<file path="config.mk">
export PLATFORM = sky130hd
export DESIGN_NAME = reg_bus_arbiter
export DESIGN_NICKNAME = d
export VERILOG_FILES = /design/src/rtl/reg_bus_pkg.sv /design/src/rtl/reg_bus_arbiter_prio.sv /design/src/rtl/reg_bus_arbiter.sv
export SDC_FILE = /design/constraint.sdc
export NUM_CORES = 1
export LEC_CHECK = 0
export CORE_ASPECT_RATIO = 0.5
export CORE_MARGIN = 1.5
export CORE_UTILIZATION = 60
export CTS_CLUSTER_SIZE = 8
export DETAILED_ROUTE_END_ITERATION = 7
export DONT_BUFFER_PORTS = 1
export HOLD_SLACK_MARGIN = 0.05
export PLACE_DENSITY_LB_ADDON = 0.1
export SYNTH_ARGS = -nofsm -noshare
export SYNTH_HDL_FRONTEND = slang
export SYNTH_HIERARCHICAL = 1
export SYNTH_SLANG_ARGS = --single-unit
</file>
<file path="constraint.sdc">
create_clock -name clk -period 7.38 [get_ports clk]
set_input_delay 0.738 -clock clk [delete_from_list [all_inputs] [get_ports clk]]
set_output_delay 0.738 -clock clk [all_outputs]
set_load 0.02 [all_outputs]
</file>
<file path="src/rtl/reg_bus_pkg.sv">
// Shared types and constants for the two-master register bus arbiter.
package reg_bus_pkg;

    typedef enum logic [1:0] {
        ST_IDLE   = 2'd0,
        ST_SETUP  = 2'd1,
        ST_ACCESS = 2'd2,
        ST_DONE   = 2'd3
    } bus_state_t;

    localparam int DEF_ADDR_W = 6;
    localparam int DEF_DATA_W = 8;
    localparam int DEF_BCNT_W = 16;

    localparam logic M0 = 1'b0;
    localparam logic M1 = 1'b1;

endpackage

</file>
<file path="src/rtl/reg_bus_arbiter_prio.sv">
// Fixed-priority winner select (M0 first) with a saturating M1 wait counter.
module reg_bus_prio
    import reg_bus_pkg::*;
#(
    parameter int MAX_WAIT = 4
) (
    input  logic clk,
    input  logic reset_n,
    input  logic m0_req,
    input  logic m1_req,
    input  logic arb_en,
    input  logic relock_en,
    input  logic relock_owner,
    output logic win,
    output logic wait_sat
);

    localparam logic [3:0] WAIT_MAX = 4'(MAX_WAIT);

    logic [3:0] wait_cnt;
    logic       grant_evt;
    logic       grant_owner;

    assign wait_sat    = (wait_cnt == WAIT_MAX);
    assign win         = (m1_req && (!m0_req || wait_sat)) ? M1 : M0;
    assign grant_evt   = (arb_en && (m0_req || m1_req)) || relock_en;
    assign grant_owner = arb_en ? win : relock_owner;

    // Locked re-grants count as grants, so a long M0 burst still ages M1.
    always_ff @(posedge clk or negedge reset_n) begin
        if (!reset_n) begin
            wait_cnt <= 4'd0;
        end else if (grant_evt && (grant_owner == M1)) begin
            wait_cnt <= 4'd0;
        end else if (grant_evt && m1_req) begin
            if (!wait_sat) begin
                wait_cnt <= wait_cnt + 4'd1;
            end
        end else if (arb_en && !m1_req) begin
            wait_cnt <= 4'd0;
        end
    end

endmodule

</file>
<file path="src/rtl/reg_bus_arbiter.sv">
// Two-master register bus arbiter: serialises each access into SETUP/ACCESS/DONE.
// state     | meaning
// ST_IDLE   | arbitrate, latch winner's fields
// ST_SETUP  | address phase, bus fields valid
// ST_ACCESS | read or write strobe
// ST_DONE   | owner ack, read data captured; relock or return to idle
module reg_bus_arbiter
    import reg_bus_pkg::*;
#(
    parameter int ADDR_W   = DEF_ADDR_W,
    parameter int DATA_W   = DEF_DATA_W,
    parameter int BCNT_W   = DEF_BCNT_W,
    parameter int MAX_WAIT = 4
) (
    input  logic              clk,
    input  logic              reset_n,
    input  logic              m0_req,
    input  logic              m0_lock,
    input  logic              m0_write,
    input  logic [ADDR_W-1:0] m0_addr,
    input  logic [BCNT_W-1:0] m0_bcnt,
    input  logic [DATA_W-1:0] m0_wdata,
    output logic              m0_ack,
    output logic [DATA_W-1:0] m0_rdata,
    input  logic              m1_req,
    input  logic              m1_lock,
    input  logic              m1_write,
    input  logic [ADDR_W-1:0] m1_addr,
    input  logic [BCNT_W-1:0] m1_bcnt,
    input  logic [DATA_W-1:0] m1_wdata,
    output logic              m1_ack,
    output logic [DATA_W-1:0] m1_rdata,
    output logic [ADDR_W-1:0] reg_address,
    output logic [BCNT_W-1:0] reg_bytecnt,
    output logic [DATA_W-1:0] reg_datao,
    input  logic [DATA_W-1:0] reg_datai,
    output logic              reg_read,
    output logic              reg_write,
    output logic              reg_addrvalid,
    output logic              grant,
    output logic              busy
);

    bus_state_t        state, state_nxt;
    logic              win, wait_sat;
    logic              arb_en, relock_en;
    logic              own_req, own_lock;
    logic              load, sel;
    logic              ack, rd_done;
    logic [ADDR_W-1:0] lat_addr;
    logic [BCNT_W-1:0] lat_bcnt;
    logic [DATA_W-1:0] lat_wdata;
    logic              lat_write;
    logic [DATA_W-1:0] m0_rdata_q, m1_rdata_q;

    reg_bus_prio #(.MAX_WAIT(MAX_WAIT)) u_prio (
        .clk          (clk),
        .reset_n      (reset_n),
        .m0_req       (m0_req),
        .m1_req       (m1_req),
        .arb_en       (arb_en),
        .relock_en    (relock_en),
        .relock_owner (grant),
        .win          (win),
        .wait_sat     (wait_sat)
    );

    assign own_req  = (grant == M1) ? m1_req  : m0_req;
    assign own_lock = (grant == M1) ? m1_lock : m0_lock;

    always_ff @(posedge clk or negedge reset_n) begin
        if (!reset_n) state <= ST_IDLE;
        else          state <= state_nxt;
    end

    always_comb begin
        state_nxt = state;
        arb_en    = 1'b0;
        relock_en = 1'b0;
        case (state)
            ST_IDLE: begin
                arb_en = 1'b1;
                if (m0_req || m1_req) state_nxt = ST_SETUP;
            end
            ST_SETUP:  state_nxt = ST_ACCESS;
            ST_ACCESS: state_nxt = ST_DONE;
            ST_DONE: begin
                // A saturated wait counter only ever breaks an M0 lock.
                if (own_lock && own_req && !((grant == M0) && wait_sat)) begin
                    relock_en = 1'b1;
                    state_nxt = ST_SETUP;
                end else begin
                    state_nxt = ST_IDLE;
                end
            end
            default: state_nxt = ST_IDLE;
        endcase
    end

    assign load = (arb_en && (m0_req || m1_req)) || relock_en;
    assign sel  = arb_en ? win : grant;

    always_ff @(posedge clk or negedge reset_n) begin
        if (!reset_n) begin
            grant     <= M0;
            lat_addr  <= '0;
            lat_bcnt  <= '0;
            lat_wdata <= '0;
            lat_write <= 1'b0;
        end else if (load) begin
            grant     <= sel;
            lat_addr  <= (sel == M1) ? m1_addr  : m0_addr;
            lat_bcnt  <= (sel == M1) ? m1_bcnt  : m0_bcnt;
            lat_wdata <= (sel == M1) ? m1_wdata : m0_wdata;
            lat_write <= (sel == M1) ? m1_write : m0_write;
        end
    end

    assign ack     = (state == ST_DONE);
    assign rd_done = ack && !lat_write;
    assign m0_ack  = ack && (grant == M0);
    assign m1_ack  = ack && (grant == M1);

    always_ff @(posedge clk or negedge reset_n) begin
        if (!reset_n) begin
            m0_rdata_q <= '0;
            m1_rdata_q <= '0;
        end else if (rd_done) begin
            if (grant == M1) m1_rdata_q <= reg_datai;
            else             m0_rdata_q <= reg_datai;
        end
    end

    // Bypass so read data is already valid in the ack cycle.
    assign m0_rdata = (m0_ack && rd_done) ? reg_datai : m0_rdata_q;
    assign m1_rdata = (m1_ack && rd_done) ? reg_datai : m1_rdata_q;

    assign reg_address   = lat_addr;
    assign reg_bytecnt   = lat_bcnt;
    assign reg_datao     = lat_wdata;
    assign reg_addrvalid = (state != ST_IDLE);
    assign busy          = (state != ST_IDLE);
    assign reg_read      = (state == ST_ACCESS) && !lat_write;
    assign reg_write     = (state == ST_ACCESS) && lat_write;

endmodule

</file>
==> summary.md, run 1 <==
| Metric | Value |
|---|---|
| Outcome | `finished, final reports clean` |
| DIE AREA | `5820 um2` |
| Register Area | `1350 um2` |
| I/O Pins | `129` |
| DRT iter0 DRCs | `80` |
| Slew Viols, Final | `0` |
| Most frequent cells in the layout | `66 x mux2_4, 54 x dfrtp_1, 25 x mux2_1` |
| Layout cells sized above 1 | `39.9%` |
| First-pass iteration count of the detailed router | `5` |
| Power Dens Cells | `501 nW/um2` |
| Slew headroom | `40.5%` |
| Number of cells on the worst reg-to-reg path | `9` |
| Largest net degree at the start of global routing | `55` |
| Max Buffers Root-to-Sink | `2` |
| Multi-input combinational cell area | `1720 um2` |
| Die Span Y | `54.7 um` |
| Routed Wire Length | `5.21 mm` |
| Gpl congestion | `0.760` |
| Total track usage | `17.5%` |
| Max Fanout on Critical Path | `16` |
| DPL Wire Length | `3.89 mm` |
| Leakage | `1.54 nW` |
| Fmax | `317 MHz` |
| Die width | `106 um` |
| Hold_buf cts | `0` |
| Post-Layout Cell Count | `288` |
| Synth warnings | `6` |
| Yosys cell types | `36` |
| Core Region | `5020 um2` |
| Worst Path Arrival | `2410 ps` |
| Setup TNS | `0 ps` |
| Nets | `298` |
| Kind of end point of the critical path | `output pin` |
| Final Hold Vio Count | `0` |
| Initial core utilization | `63.8%` |
| CTS root buf | `clkbuf_8` |
| Required @ worst endpoint | `6640 ps` |
| Worst-Margin Slew | `892 ps` |
| Sink Count | `54` |
| DP Cell Count | `280` |
| # resized after CTS | `0` |
| RSZ-0062 raised after global routing | `no` |
| Setup bufs post-CTS | `0` |
| Number of synthesized register bits | `54` |
| Synthesized cell area | `3210 um2` |
| Diodes inserted | `0` |
| Max-cap violations | `0` |
| FF-to-FF setup slack | `4330 ps` |
| Hold crit path type | `input pin to async pin` |
| Gr ovfl total | `0` |
| Vias | `1675` |
| Synth Net Count | `301` |
| DR WL/cell | `18.1 um` |
| H-Tree Depth | `2` |
| First-pass GRT wire length | `7.54 mm` |
| Commonest non-fill, non-tap cell in the layout | `mux2_4` |
| Setup CP Type | `flip-flop to output pin` |
| RR Startpoint | `u_prio/wait_cnt[0]` |
| Clock period minus worst slack | `3150 ps` |
| Antenna violations before repair | `0` |
| Final setup violation count | `0` |
| Final ANT Viol Nets | `0` |
| Syn-to-layout area delta | `2.54%` |
| Clock Pin Slew Worst Setup and Hold Paths | `80 ps` |
| Crit Reg-Reg Endpoint | `reg_datao[0]` |
| Buffers on Ports | `0` |
| Register area share after synthesis | `42.2%` |
| Layout Skew | `4.42 ps` |
| Type of origin of the critical path | `flip-flop` |
| CTS tree | `built` |
| Vias in the first global route | `1486` |
| Std cell rows | `18` |
| Detailed-route DRC error count | `0` |
| Layout filler cell count | `371` |
| DR vias/cell | `5.82` |
| Fin crit share | `42.7%` |
| Num CTS Buffers | `5` |
| Peak supply drop | `0.245 mV` |
| Clock Latency Late Sink | `290 ps` |
| Syn Inst Count | `220` |
| Syn_area_per_cell | `14.6 um2` |
## stage by stage
stage / instance area [um2] / power [W] / setup WS, ps / hold slack (ps) / util, %
finish: 3290 / 0.00165 / 4230 / 130 / 65.4
global route: 3290 / 0.00174 / 4040 / 102 / 65.4
floorplan: 3210 / 0.00142 / 4930 / 442 / -
CTS: 3290 / 0.00166 / 4190 / 118 / 65.4
detailed placement: 3200 / 0.00150 / 4350 / 443 / 63.6
global placement: 3200 / 0.00147 / 4450 / 443 / 63.6
## critical path, stage by stage (launching register included)
cell and delay (ps):
dfrtp_1 410, ha_1 270, and2_1 300, nand2b_1 520, mux2_1 610
## Yosys cell counts
library cell | n | share of area (%)
o211ai_2 | 1 | 0.39
a32o_1 | 1 | 0.31
nor2b_1 | 1 | 0.20
nor3_1 | 2 | 0.31
nand2b_4 | 2 | 0.86
nor2_2 | 1 | 0.20
a31oi_1 | 3 | 0.59
a31o_4 | 1 | 0.55
buf_6 | 9 | 3.2
nor3b_1 | 1 | 0.23
nand4bb_1 | 1 | 0.35
inv_1 | 7 | 0.82
a21oi_1 | 4 | 0.62
nor2_1 | 4 | 0.47
mux2_2 | 4 | 1.4
dfrtp_1 | 54 | 42
mux2i_4 | 1 | 0.70
nand3b_1 | 1 | 0.23
o21ai_0 | 2 | 0.31
nand2_1 | 6 | 0.70
nand4_1 | 1 | 0.20
ha_1 | 5 | 2.0
a211oi_2 | 1 | 0.39
or3_1 | 1 | 0.20
mux2_1 | 25 | 8.8
and3b_1 | 1 | 0.27
nand2b_1 | 1 | 0.20
buf_4 | 2 | 0.47
o21ai_1 | 1 | 0.16
mux2_4 | 66 | 31
o31a_1 | 1 | 0.27
and2_1 | 2 | 0.39
a21boi_0 | 1 | 0.23
nand3_1 | 4 | 0.62
and2_2 | 1 | 0.23
buf_2 | 1 | 0.16
## layout make-up
class                           instances  area share (%)
Timing Repair Buffer                    2           0.457
Multi-Input combinational cell        147            52.2
Clock inverter                          1           0.152
Inverter                                7           0.799
Clock buffer                            7            2.63
Sequential cell                        54            41.1
Tap cell                               70            2.66
## metal layers
layer,GRT usage [%],part of all wire [%],up-vias
met3,6.07,7.9,4
met5,0,0,-
met4,4.73,0.54,0
li1,-,-,782
met1,23.0,44,821
met2,28.2,48,68
## logic make-up after synthesis
logic type      after synthesis  synth area share (%)
buf+inv                      19                  4.61
fa+ha+maj                     5                  1.95
compound gates               16                  3.83
mux                          96                  41.8
flops                        54                  42.2
simple gates                 30                  5.66
## state kept, by name, indices dropped and copies added, names as in the netlist
signal / cells
grant: 1
lat_write: 1
m0_rdata_q: 8
m1_rdata_q: 8
reg_address: 6
reg_bytecnt: 16
reg_datao: 8
state: 2
u_prio/wait_cnt: 4
## how the worst max path moves through the flow
stage                             from           end  slack, ps  cells after the start
floorplan                     state[0]   m1_rdata[1]       4930                      6
global placement    u_prio/wait_cnt[0]  reg_datao[0]       4450                      9
detailed placement  u_prio/wait_cnt[0]  reg_datao[0]       4350                      9
CTS                              grant   m1_rdata[3]       4190                      3
global route                  state[1]   m1_rdata[3]       4040                      4
finish                        state[1]   m1_rdata[3]       4230                      4
## power by group
group          total [W]  switching, W  leakage (nW)  internal (W)
registers       0.000680      0.000231         0.638      0.000450
clock network   0.000162     0.0000862        0.0482     0.0000758
logic           0.000803      0.000350         0.856      0.000453
Power figures use the tool's default switching activity.
==> run 2: changes to the inputs <==
- ABC_AREA: default -> 1
- CORE_UTILIZATION: 60 -> 57
- clock period: 7.38 -> 2.55 ns (I/O delays scaled with it)
==> run 2 against run 1 <==
Against the previous run: worst setup slack worse by 4000 ps; largest power group unchanged; via count rose by 51%; critical endpoint is now m0_rdata[2]; total power grew to 2.5 times the previous value; highest routed layer unchanged; critical path type unchanged; clock skew rose by 10 ps; sequential share of layout area is 1.9 points higher; global-route usage grew 5.6 points.
==> summary.md, run 2 <==
| Metric | Value |
|---|---|
| CP peak stage delay | `400 ps (-210 ps)` |
| Final Hold Vio Count | `0 (unchanged)` |
| Total track usage | `23.0% (+5.6 points)` |
| Routed wl met3 | `360 um (-13%)` |
| Setup bufs post-CTS | `0 (unchanged)` |
| Synth Net Count | `488 (+62%)` |
| Fin crit share | `92.4%` |
| Worst Path Arrival | `2100 ps (-310 ps)` |
| Layout cells sized above 1 | `8.33% (-32 points)` |
| RSZ-0062 raised after global routing | `no` |
| Setup TNS | `0 ps (unchanged)` |
| Clk pwr share | `11.2% (+1.4 points)` |
| Hold crit path type | `input pin to flip-flop` |
| Power Dens Cells | `1320 nW/um2 (+160%)` |
| DIE AREA | `5590 um2 (-4.0%)` |
| Number of synthesized register bits | `54 (unchanged)` |
| Crit-path cells | `ha_1 -> inv_1 -> nor2_1 -> nand2_2 -> o21ai_0 -> buf_4` |
| Slew Viols, Final | `0 (unchanged)` |
| Die width | `104 um (-2.0%)` |
| Clock period minus worst slack | `2360 ps` |
| Routed Wire Length | `6.49 mm (+25%)` |
| Vias in the first global route | `2146 (+44%)` |
| Required @ worst endpoint | `2300 ps (-4340 ps)` |
| Hold Crit Depth | `2` |
| Register area share after synthesis | `46.3% (+4.1 points)` |
| Max Buffers Root-to-Sink | `2 (unchanged)` |
| Hold Crit Endpoint | `m1_rdata_q[5]` |
| Num CTS Buffers | `5 (unchanged)` |
| Std cell rows | `18 (unchanged)` |
| Setup CP Type | `flip-flop to output pin` |
| Asr flop ratio synth | `100% (unchanged)` |
| HP Start | `reg_datai[5]` |
| Number of cells on the worst reg-to-reg path | `11 (+2)` |
| Metal2 WL | `3.07 mm (+23%)` |
| Clock Latency Late Sink | `300 ps (about the same)` |
| Vias | `2528 (+51%)` |
| Layout filler cell count | `441 (+19%)` |
| Clock Pin Slew Worst Setup and Hold Paths | `90 ps (about the same)` |
| Sink Count | `54 (unchanged)` |
| Syn-to-layout area delta | `7.72%` |
| DR WL/cell | `13.6 um (-25%)` |
| Antenna violations before repair | `0 (unchanged)` |
| RR Startpoint | `u_prio/wait_cnt[0]` |
| Leakage | `1.74 nW (+13%)` |
| Synthesized cell area | `2920 um2 (-8.9%)` |
| Placed instance area | `3020 um2 (-5.6%)` |
| First-pass iteration count of the detailed router | `4 (-1)` |
| Crit Reg-Reg Endpoint | `reg_bytecnt[5]` |
| Routed met1 length | `3.03 mm (+33%)` |
| First-pass GRT wire length | `10.1 mm (+33%)` |
| CTS root buf | `clkbuf_8` |
| Yosys cell types | `20 (-44%)` |
| Gr ovfl total | `0 (unchanged)` |
| Fmax | `424 MHz` |
| I/O Pins | `129 (unchanged)` |
| Buffers on Ports | `0 (unchanged)` |
| Detailed-route DRC error count | `0 (unchanged)` |
| Syn_area_per_cell | `7.17 um2 (-51%)` |
| Post-route worst setup slack | `193 ps (-4040 ps)` |
| WP buf/inv | `2 (+2)` |
| Part of the power in registers | `43.0% (+1.7 points)` |
| Max-cap violations | `0 (unchanged)` |
| Sw Ratio | `49.8% (+9.2 points)` |
| Final instance area | `3140 um2 (-4.3%)` |
| Outcome | `finished, final reports clean` |
| Syn Inst Count | `407 (+85%)` |
| FF-to-FF setup slack | `400 ps (-3930 ps)` |
| Synth top cells by count | `171 x nand2_1, 69 x nand3_1, 54 x dfrtp_1, 26 x inv_1, 18 x o21ai_0` |
| Kind of cell adding the most delay to the critical path | `simple AND/OR/NAND/NOR gates` |
| Primary FF master, synth | `dfrtp_1` |
| Final ANT Viol Nets | `0 (unchanged)` |
| Top layer reached by signal wires | `met4` |
| Initial core utilization | `59.2% (-4.6 points)` |
| Final setup violation count | `0 (unchanged)` |
| Kind of end point of the critical path | `output pin` |
| Post-place setup slack | `323 ps (-4030 ps)` |
| Most frequent cell after synthesis | `nand2_1` |
| Diodes inserted | `0 (unchanged)` |
| Peak supply drop | `0.538 mV (+120%)` |
| Type of origin of the critical path | `flip-flop` |
| Largest area contributor in the netlist | `dfrtp_1` |
| Slew headroom | `63.4% (+23 points)` |
| Number of synthesized flops with an enable pin | `0 (unchanged)` |
| P_sw | `0.00207 W (+210%)` |
| Layout Skew | `14.4 ps (+9.99 ps)` |
| Max Fanout on Critical Path | `24 (+8)` |
| Nets | `488 (+64%)` |
| CTS tree | `built` |
| Die Span Y | `53.6 um (-2.0%)` |
| Internal | `0.00209 W (+110%)` |
| DR vias/cell | `5.29 (-9.1%)` |
| Most frequent cells in the layout | `169 x nand2_1, 69 x nand3_1, 54 x dfrtp_1` |
| H-Tree Depth | `2 (unchanged)` |
| Largest net degree at the start of global routing | `55 (unchanged)` |
| Comb pwr share | `45.8% (-3.0 points)` |
| DRT iter0 DRCs | `96 (+20%)` |
| Worst-Margin Slew | `546 ps (-345 ps)` |
| Core Region | `4930 um2 (-1.8%)` |
| Commonest non-fill, non-tap cell in the layout | `nand2_1` |
| Gpl congestion | `0.825 (+8.5%)` |
| DPL Wire Length | `4.54 mm (+17%)` |
| Max FFs per register | `16 (unchanged)` |
| Synth top area cells | `dfrtp_1 46%, nand2_1 22%, nand3_1 12%` |
| Synth warnings | `6 (unchanged)` |
| Post-synth top area share | `46.3% (+4.1 points)` |
| CP max stage cell | `dfrtp_1` |
==> run 2: worst max-delay path by stage <==
stage	start	end	slack, ps	depth (start not counted)
6_report	state[0]	m0_rdata[2]	190	6
5_1_grt	state[0]	m0_rdata[1]	2	6
4_1_cts	grant	m1_rdata[2]	100	4
3_5_place_dp	state[0]	m0_rdata[2]	320	6
3_3_place_gp	state[0]	m0_rdata[2]	390	6
2_1_floorplan	state[0]	m0_rdata[0]	490	6
==> run 2: timing repair <==
| action | CTS | global route |
|---|---|---|
| pin swaps | 0 | 0 |
| endpoints found under the hold margin | 54 | 0 |
| hold buffers | 2 | 0 |
| setup endpoints to repair | 1 | 8 |
| resized for setup | 1 | 1 |
==> run 2: area by class of cell <==
cell class                 instances  area [um2]  area share (%)
clock buffer                       6        72.6            2.31
clock inverter                     2        13.8           0.438
inverter                          29         109            3.46
multi-input combinational        301        1360            43.1
sequential                        54        1350            43.0
tap                               70        87.6            2.79
timing repair buffer              16         155            4.93
==> run 2: cells by family after synthesis <==
logic type,count (synthesis),synth area share (%)
flops,54,46.3
fa+ha+maj,5,2.14
compound gates,43,8.10
buf+inv,52,7.46
simple gates,253,36.0
==> run 2: power by group through the flow <==
| stage | Combinational, W | Sequential, W | Clock [W] |
|---|---|---|---|
| after floorplan | 0.00150 | 0.00172 | 0 |
| after global placement | 0.00181 | 0.00179 | 0 |
| after detailed placement | 0.00188 | 0.00180 | 0 |
| after CTS | 0.00191 | 0.00179 | 0.000480 |
| after global routing | 0.00216 | 0.00183 | 0.000511 |
| final | 0.00190 | 0.00179 | 0.000463 |
==> run 2: per-layer routing <==
| metal | up-vias | GRT usage [%] |
|---|---|---|
| met2 | 87 | 40.9 |
| met3 | 4 | 5.33 |
| met1 | 1141 | 29.6 |
| li1 | 1296 | - |
| met5 | - | 0 |
| met4 | 0 | 5.56 |
==> run 2: metrics by stage <==
step / hold slack [ps] / utilization, % / instances / total power [W]
floorplan: -40.6 / - / 407 / 0.00322
global placement: -39.5 / 61.1 / 468 / 0.00360
detailed placement: -39.4 / 61.1 / 468 / 0.00369
CTS: 138 / 63.7 / 478 / 0.00418
global route: 147 / 63.7 / 478 / 0.00450
finish: 140 / 63.7 / 478 / 0.00415
